===== src/rtl/wb_commit.sv =====
// wb_commit: writeback/commit stage.
// Accepts one W-stage bundle over a valid/ready handshake and spends one
// cycle driving the GPR, CSR and trap-state write strobes. It then offers
// the next PC to fetch over a second valid/ready handshake. Only one
// instruction is in flight at a time, so each instruction takes at least
// 3 cycles.
//
// Ports:
//   clk, rst              clock, asynchronous active-low reset
//   s_valid / s_ready     bundle handshake from the M->W register
//   dnpcW .. rdW          W-stage bundle fields
//   rf_wen/waddr/wdata    GPR write port (valid only in COMMIT)
//   csr_wen/waddr/wdata   CSR write port (valid only in COMMIT)
//   exc_wen/mepc/mcause   ecall trap-state write (valid only in COMMIT)
//   m_valid / m_ready     next-PC handshake to fetch
//   npc                   next PC presented to fetch
//   retire_cnt            64-bit retired-instruction counter
module wb_commit #(
  parameter logic [31:0] RESET_NPC = 32'h8000_0000
) (
  input  logic        clk,
  input  logic        rst,
  input  logic        s_valid,
  output logic        s_ready,
  input  logic [31:0] dnpcW,
  input  logic [31:0] snpcW,
  input  logic [31:0] pcW,
  input  logic [2:0]  rdregsrcW,
  input  logic [31:0] mdataW,
  input  logic [31:0] ALU_resultW,
  input  logic [31:0] csrW,
  input  logic [11:0] csraddrW,
  input  logic        cmp_resultW,
  input  logic        ecallW,
  input  logic [4:0]  rdW,
  output logic        rf_wen,
  output logic [4:0]  rf_waddr,
  output logic [31:0] rf_wdata,
  output logic        csr_wen,
  output logic [11:0] csr_waddr,
  output logic [31:0] csr_wdata,
  output logic        exc_wen,
  output logic [31:0] exc_mepc,
  output logic [31:0] exc_mcause,
  output logic        m_valid,
  input  logic        m_ready,
  output logic [31:0] npc,
  output logic [63:0] retire_cnt
);

  typedef enum logic [1:0] {IDLE, COMMIT, REDIRECT} state_t;

  state_t      state, state_next;

  logic [31:0] dnpc_q, snpc_q, pc_q, mdata_q, alu_q, csr_q;
  logic [2:0]  src_q;
  logic [11:0] csraddr_q;
  logic        cmp_q, ecall_q;
  logic [4:0]  rd_q;
  logic [31:0] npc_q;
  logic [63:0] retire_q;

  logic        in_commit;
  logic        sel_valid;
  logic [31:0] sel_data;

  always_ff @(posedge clk or negedge rst) begin
    if (!rst) state <= IDLE;
    else      state <= state_next;
  end

  always_comb begin
    state_next = state;
    case (state)
      IDLE:     if (s_valid) state_next = COMMIT;
      COMMIT:   state_next = REDIRECT;
      REDIRECT: if (m_ready) state_next = IDLE;
      default:  state_next = IDLE;
    endcase
  end

  // The bundle is captured only on the accepting edge, so upstream may
  // change its outputs freely while the instruction is in flight.
  always_ff @(posedge clk or negedge rst) begin
    if (!rst) begin
      dnpc_q    <= '0;
      snpc_q    <= '0;
      pc_q      <= '0;
      mdata_q   <= '0;
      alu_q     <= '0;
      csr_q     <= '0;
      src_q     <= '0;
      csraddr_q <= '0;
      cmp_q     <= 1'b0;
      ecall_q   <= 1'b0;
      rd_q      <= '0;
    end else if (state == IDLE && s_valid) begin
      dnpc_q    <= dnpcW;
      snpc_q    <= snpcW;
      pc_q      <= pcW;
      mdata_q   <= mdataW;
      alu_q     <= ALU_resultW;
      csr_q     <= csrW;
      src_q     <= rdregsrcW;
      csraddr_q <= csraddrW;
      cmp_q     <= cmp_resultW;
      ecall_q   <= ecallW;
      rd_q      <= rdW;
    end
  end

  // The instruction retires and the redirect target is loaded on the edge
  // that leaves COMMIT. A reset before that edge therefore leaves no trace.
  always_ff @(posedge clk or negedge rst) begin
    if (!rst) begin
      npc_q    <= RESET_NPC;
      retire_q <= '0;
    end else if (state == COMMIT) begin
      npc_q    <= dnpc_q;
      retire_q <= retire_q + 64'd1;
    end
  end

  // Select the rd data source. Codes 0, 6 and 7 mean no GPR write.
  always_comb begin
    sel_valid = 1'b0;
    sel_data  = '0;
    case (src_q)
      3'd1: begin sel_valid = 1'b1; sel_data = alu_q;            end
      3'd2: begin sel_valid = 1'b1; sel_data = mdata_q;          end
      3'd3: begin sel_valid = 1'b1; sel_data = snpc_q;           end
      3'd4: begin sel_valid = 1'b1; sel_data = csr_q;            end
      3'd5: begin sel_valid = 1'b1; sel_data = {31'b0, cmp_q};   end
      default: begin sel_valid = 1'b0; sel_data = '0;            end
    endcase
  end

  assign in_commit  = (state == COMMIT);
  assign s_ready    = (state == IDLE);
  assign m_valid    = (state == REDIRECT);

  // An ecall suppresses the GPR and CSR writes and raises the trap-state
  // write instead. A CSR write ignores rd, so csrrw x0 still updates the CSR.
  assign rf_wen     = in_commit & sel_valid & (rd_q != 5'd0) & ~ecall_q;
  assign rf_waddr   = rd_q;
  assign rf_wdata   = sel_data;
  assign csr_wen    = in_commit & (src_q == 3'd4) & ~ecall_q;
  assign csr_waddr  = csraddr_q;
  assign csr_wdata  = alu_q;
  assign exc_wen    = in_commit & ecall_q;
  assign exc_mepc   = pc_q;
  assign exc_mcause = 32'd11;

  assign npc        = npc_q;
  assign retire_cnt = retire_q;

endmodule


===== config.mk =====
export PLATFORM = sky130hd
export DESIGN_NAME = wb_commit
export DESIGN_NICKNAME = d
export VERILOG_FILES = /design/src/rtl/wb_commit.sv
export SDC_FILE = /design/constraint.sdc
export NUM_CORES = 1
export LEC_CHECK = 0
export ABC_CLOCK_PERIOD_IN_PS = 2500
export CAP_MARGIN = 10
export CORE_AREA = 2 2 181 183
export DETAILED_ROUTE_END_ITERATION = 12
export DIE_AREA = 0 0 183 185
export GPL_ROUTABILITY_DRIVEN = 0
export PLACE_DENSITY = 0.76
export SLEW_MARGIN = 0
export SYNTH_ARGS = -nofsm -noshare
export SYNTH_HDL_FRONTEND = slang
export SYNTH_SLANG_ARGS = --single-unit

===== constraint.sdc =====
create_clock -name clk -period 2.5 [get_ports clk]
set_input_delay 0.375 -clock clk [delete_from_list [all_inputs] [get_ports clk]]
set_output_delay 0.375 -clock clk [all_outputs]
set_load 0.01 [all_outputs]

==> impl_metrics.tcl, run 1 <==
set metrics [dict create \
    finish.instance_area_um2 20600 \
    end_kind "output port" \
    finalCriticalPeriod_ns 2.51 \
    crit_path_start_kind "register" \
    synth-async-reset-ratio 1.00 \
    synth_area_leaders "dfrtp_1, mux2_2, nand2_1" \
    ir_drop_mv 0.720 \
    rows 66 \
    start_util 0.427 \
    final_max_slew_viol_count 0 \
    syn_to_final_growth_pct 50.2 \
    yosys.cell_types.count 44 \
    crit_fanout 8 \
    ff2ff_path_depth 5 \
    io_pins 464 \
    dpl.cell_count 1938 \
    postLayoutSetupSlackWorst_ns -0.00844 \
    yosys.area.top_type "dfrtp_1" \
    detailed_place.area_um2 18600 \
    grt_usage 0.245 \
    fin_tns_setup_ns -0.0159 \
    critPathTopFamily "buffers and inverters" \
    core-area_um2 32000 \
    worstSkewPairLatency_ns 0.52 \
    crit_path_end "rf_wdata[15]" \
    rr_startpoint "state[1]" \
    rsz0062_at_grt "yes" \
    drc_errors 0 \
    holdCritPathClass "primary input to asynchronous set/reset pin" \
    fin_nets 1821 \
    p_per_area_nw_per_um2 1210 \
    cp_num_cells 9 \
    clock_skew_ns 0.0156 \
    arrival_ns 2.13 \
    via_per_inst 5.28 \
    routed_wl_um 42200 \
    violations "setup timing" \
    critPathSlowestCell "dfrtp_1" \
    dp_hpwl_um 29600 \
    drt_iter0_drc 508 \
    crit_chain "buf_4, nor2b_4, and2_4, buf_12, buf_12, o2bb2ai_2, o21ai_1, nand2_1, buf_2" \
    cts_buffers 36 \
    fp.dieW_um 183 \
    die-area_um2 33900 \
    timing.fmax_mhz 399 \
    final-setup-viol-count 2 \
    cpPeakStageDelay_ns 0.40 \
    avgSynthCellArea_um2 12.3 \
    cpMostUsedCell "buf_12" \
    grt_max_degree 72 \
    gr-total-overflow 0 \
    maxSlewHeadroom 0.597 \
    numClockSinks 312 \
    synth_flop_cell "dfrtp_1" \
    holdWs_ns 0.424 \
    synth-edff-count 0 \
    p_leak_nw 8.85 \
    routedWlPerCell_um 20.7 \
    drt_pre_antenna_iters 5 \
    crit_type "register to output port" \
    syn_area_um2 13700 \
    finalHoldViolCount 0 \
    crit_buf_inv 4 \
    die_h_um 185 \
    cts_tree "yes" \
    clk_path_buf_depth 3 \
    yosysSeqAreaShare 0.570 \
    htree_num_levels 2 \
    grt_pass1_wl_um 64300 \
    synth_top_area_frac 0.568 \
    status "finished, violations left" \
    max-cap-violations 0 \
    port-buffer-count 431 \
    antenna_found_initial 2 \
    yosys_warnings 0 \
    cp.required_ns 2.12 \
    ys_seq_elements 312 \
    regToRegSetupSlack_ns 0.41 \
    layout-drive-gt1-share 0.274 \
    tightest_slew_ns 0.600 \
    period_share 1.00 \
    num_vias 10737 \
    pre_cts_ws_ns 0.0645 \
    synth_cells 1118 \
    rr_endpoint "retire_cnt[57]" \
    grt_pass1_vias 11212 \
    ant_nets 0 \
    cts.clk_slew.worst_paths_ns 0.06 \
    finalNonFillerCells 2035 \
    setup.worst_path.start "src_q[2]" \
    cts_root_buf "clkbuf_16" \
    fill_cells 2403 \
]
how the worst min path moves through the flow:
stage / from / slack, ns / endpoint
after floorplan: rst / 0.08 / cmp_q
after global placement: rst / 0.39 / csr_wdata[0]
after detailed placement: rst / 0.39 / csr_wdata[0]
after CTS: m_ready / 0.41 / state[1]
after global routing: m_ready / 0.43 / state[1]
final: rst / 0.42 / snpc_q[10]
cell families (layout without fill, tap and decap cells):
| logic type | count (synthesis) | in the layout | synth area share |
|---|---|---|---|
| and+or+nand+nor | 332 | 332 | 0.125 |
| DFF | 312 | 312 | 0.570 |
| muxes | 212 | 212 | 0.174 |
| AOI/OAI and AO/OA | 102 | 102 | 0.0522 |
| buffers and inverters | 93 | 570 | 0.0360 |
| xor gates and xnor gates | 63 | 63 | 0.0403 |
| adders and majority gates | 2 | 2 | 0.00183 |
| other | 2 | 34 | 0.000548 |
what timing repair did:
action                                  CTS  global route
endpoints found under the setup margin   34            31
hold buffers                              1             0
hold endpoints to repair                 61             0
cloned                                    5             1
buffers inserted                         19             7
resized for setup                       197            57
pin swaps                                31            16
metal layers:
layer	global-route usage	vias up	wire length, µm
met5	0	-	13
met4	0.0899	2	1500
met3	0.0580	94	2940
met2	0.414	445	20800
met1	0.307	5352	17000
li1	-	4844	-
where the power goes:
part / internal, mW / switching (mW)
clock network: 3.11 / 2.10
registers: 7.15 / 1.53
logic: 6.13 / 4.80
total: 16.4 / 8.43
state kept, by name (all words and copies together) (netlist names), 2 cells and up:
signal	count
mdata_q	32
csr_wdata	32
csr_waddr	12
rf_waddr	5
csr_q	32
dnpc_q	32
state	2
snpc_q	32
exc_mepc	32
src_q	3
retire_cnt	64
npc	32
cells in the mapped netlist (2+ instances only):
cell type / number
conb_1: 2
xnor2_1: 33
o2bb2ai_1: 28
clkbuf_1: 26
buf_2: 19
a22oi_1: 32
nand2_1: 155
a221oi_1: 2
buf_1: 9
and2_1: 10
a21oi_1: 6
o21ai_0: 31
nand3_1: 24
dfrtp_1: 311
nor4_1: 7
o32ai_1: 2
mux2_2: 212
ha_1: 2
nand2b_1: 29
nor4_4: 4
nand4_1: 28
buf_4: 32
nor3_1: 13
nor2b_1: 2
and4_1: 8
xor2_1: 30
nor2_1: 27
inv_1: 7
and3_1: 12
metrics by stage:
step	utilization	total power, mW
6_report	0.642	24.8
5_1_grt	0.642	26.2
4_1_cts	0.635	24.5
3_5_place_dp	0.582	18.4
3_3_place_gp	0.582	18.1
2_1_floorplan	-	13.2
area by class of cell:
| type | instances | area (µm²) | share of cell area |
|---|---|---|---|
| antenna | 2 | 5.00 | 0.000243 |
| clock buffer | 51 | 1040 | 0.0504 |
| clock inverter | 11 | 138 | 0.00669 |
| inverter | 7 | 28.8 | 0.00140 |
| multi-input combinational | 743 | 5920 | 0.288 |
| tap | 408 | 510 | 0.0248 |
| timing repair buffer | 501 | 5120 | 0.249 |
| sequential | 312 | 7810 | 0.380 |
worst register-to-register path: cells and delay by family (launching register included):
family	cells	cell delay, ns
xor gates and xnor gates	1	0.17
DFF	1	0.42
and+or+nand+nor	4	1.39
placed cells by master, fill, tap and decap left out, types with 3 or more instances in the layout:
cell type / instances
buf_16: 5
clkbuf_8: 8
nand3_1: 24
xor2_1: 30
buf_8: 3
nand2_1: 154
buf_4: 39
mux2_2: 212
nor3_1: 13
and4_1: 8
nor4_1: 7
inv_1: 6
o21ai_1: 27
and3_1: 12
clkinv_2: 5
o2bb2ai_1: 3
o2bb2ai_4: 4
clkbuf_2: 4
and2_1: 8
buf_2: 19
clkdlybuf4s50_1: 396
clkbuf_1: 7
nor4_4: 4
clkdlybuf4s15_2: 4
a22oi_2: 23
o2bb2ai_2: 21
conb_1: 32
nand4_1: 28
buf_6: 9
dfrtp_1: 309
a22oi_1: 9
nor2_1: 26
buf_12: 19
xnor2_1: 33
a21oi_1: 5
nand2b_1: 29
o21ai_0: 3
clkbuf_16: 37
Note: power is estimated with default switching activity, not from simulation.
==> inputs of run 2 (changes only) <==
REMOVE_ABC_BUFFERS = 1   (was not set)
==> impl_metrics.tcl, run 2 (synthesis results as in run 1) <==
set metrics [dict create \
    finalCriticalPeriod_ns 2.60 \
    holdCritPathClass "primary input to asynchronous set/reset pin" \
    clk_path_buf_depth 3 \
    violations "setup timing" \
    grt_max_degree 79 \
    crit_path_start_kind "register" \
    via_per_inst 5.15 \
    routedWlPerCell_um 19.8 \
    pre_cts_ws_ns -0.0995 \
    drt_pre_antenna_iters 4 \
    detailed_place.area_um2 18600 \
    regToRegSetupSlack_ns 0.39 \
    fin_nets 1808 \
    drt_iter0_drc 444 \
    ff2ff_path_depth 5 \
    dpl.cell_count 1933 \
    max-cap-violations 0 \
    tightest_slew_ns 0.718 \
    core-area_um2 32000 \
    end_kind "output port" \
    postLayoutSetupSlackWorst_ns -0.0997 \
    worstSkewPairLatency_ns 0.50 \
    arrival_ns 2.22 \
    cts_tree "yes" \
    status "finished, violations left" \
    die_h_um 185 \
    htree_num_levels 2 \
    start_util 0.427 \
    syn_to_final_growth_pct 48.3 \
    maxSlewHeadroom 0.521 \
    rows 66 \
    crit_type "register to output port" \
    die-area_um2 33900 \
    ir_drop_mv 0.869 \
    timing.fmax_mhz 385 \
    layout-drive-gt1-share 0.266 \
    fp.dieW_um 183 \
    routed_wl_um 40100 \
    final_common_cell "clkdlybuf4s50_1" \
    largest_reg_flops 64 \
    finish.instance_area_um2 20300 \
    drc_errors 0 \
    crit_fanout 6 \
    clock_skew_ns 0.0144 \
    final_max_slew_viol_count 0 \
    dp_hpwl_um 28800 \
    antenna_found_initial 10 \
    final_cell_mix "clkdlybuf4s50_1, dfrtp_1, mux2_2" \
    rr_endpoint "retire_cnt[41]" \
    rr_startpoint "retire_cnt[11]" \
    p_leak_nw 8.76 \
    cts.clk_slew.worst_paths_ns 0.06 \
    fill_cells 2498 \
    cts_root_buf "clkbuf_16" \
    gr-total-overflow 0 \
    numClockSinks 312 \
    num_vias 10447 \
    grt_pass1_vias 10727 \
    finalPower_mw 24.1 \
    port-buffer-count 431 \
    rsz0062_at_grt "yes" \
    cts_buffers 35 \
    period_share 1.04 \
    finalNonFillerCells 2027 \
    ant_nets 0 \
    fin_tns_setup_ns -0.439 \
    io_pins 464 \
    cp.required_ns 2.12 \
    grt_usage 0.234 \
    final-setup-viol-count 8 \
    grt_pass1_wl_um 61200 \
    p_per_area_nw_per_um2 1190 \
    finalHoldViolCount 0 \
]
## run 2: changes by cell type in the layout (fill, tap and decap cells not counted), moves of 3 or more
cell / delta
clkdlybuf4s15_2: -4
clkbuf_1: -3
bufinv_16: +3
diode_2: +7
buf_6: -3
buf_16: -5
buf_12: -4
a22oi_2: +6
buf_4: -6
dlygate4sd2_1: +5
a22oi_1: -6
buf_8: +3
## run 2: cell type report
| class | count | area (µm²) | share of cell area |
|---|---|---|---|
| Timing Repair Buffer | 489 | 4880 | 0.240 |
| Multi-Input combinational cell | 743 | 5890 | 0.290 |
| Clock buffer | 45 | 973 | 0.0479 |
| Inverter | 7 | 26.3 | 0.00129 |
| Clock inverter | 14 | 204 | 0.0100 |
| Tap cell | 408 | 510 | 0.0251 |
| Sequential cell | 312 | 7810 | 0.384 |
| Antenna cell | 9 | 22.5 | 0.00111 |
## run 2: through the flow
stage          hold WS, ns   util
6_report             0.414  0.634
5_1_grt              0.454  0.634
4_1_cts              0.425  0.628
3_5_place_dp         0.428  0.580
3_3_place_gp         0.421  0.580
2_1_floorplan       0.0794      -
## run 2: worst max path at each step
stage | from | to
final | src_q[1] | rf_wdata[16]
after global routing | src_q[1] | rf_wdata[18]
after CTS | src_q[2] | rf_wdata[8]
after detailed placement | src_q[2] | csr_wen
after global placement | src_q[2] | csr_wen
after floorplan | state[1] | cmp_q
## run 2: what timing repair did
item	CTS	global route
hold buffers	1	0
buffers inserted	12	16
resized for setup	167	60
hold endpoints to repair	68	0
pin swaps	39	26
endpoints found under the setup margin	34	33
cloned	2	0
## run 2: power breakdown
group	leakage [nW]	switching (mW)	internal (mW)
registers	3.80	1.45	7.15
clock network	0.578	1.99	3.26
logic	4.38	4.54	5.70
## run 2: critical path, stage by stage, from the launching register on
cell and delay (ns):
dfrtp_1 0.39, buf_4 0.15, nor2b_4 0.14, buf_12 0.13, buf_4 0.17, a22oi_2 0.11
o2bb2ai_1 0.22, o21ai_1 0.08, nand2_1 0.06, dlygate4sd2_1 0.27
## run 2: layer usage
| layer | GRT usage | vias up | share of wire |
|---|---|---|---|
| li1 | - | 4830 | - |
| met1 | 0.278 | 5173 | 0.39 |
| met2 | 0.393 | 368 | 0.49 |
| met3 | 0.0783 | 74 | 0.086 |
| met4 | 0.0915 | 2 | 0.034 |
| met5 | 0 | - | 0.00032 |
==> inputs of run 3 (changes only) <==
GPL_TIMING_DRIVEN = 1   (was not set)
HOLD_SLACK_MARGIN = 0.02   (was not set)
==> results of run 3 <==
No change in the layout: final DEF, timing and power equal those of run 2.
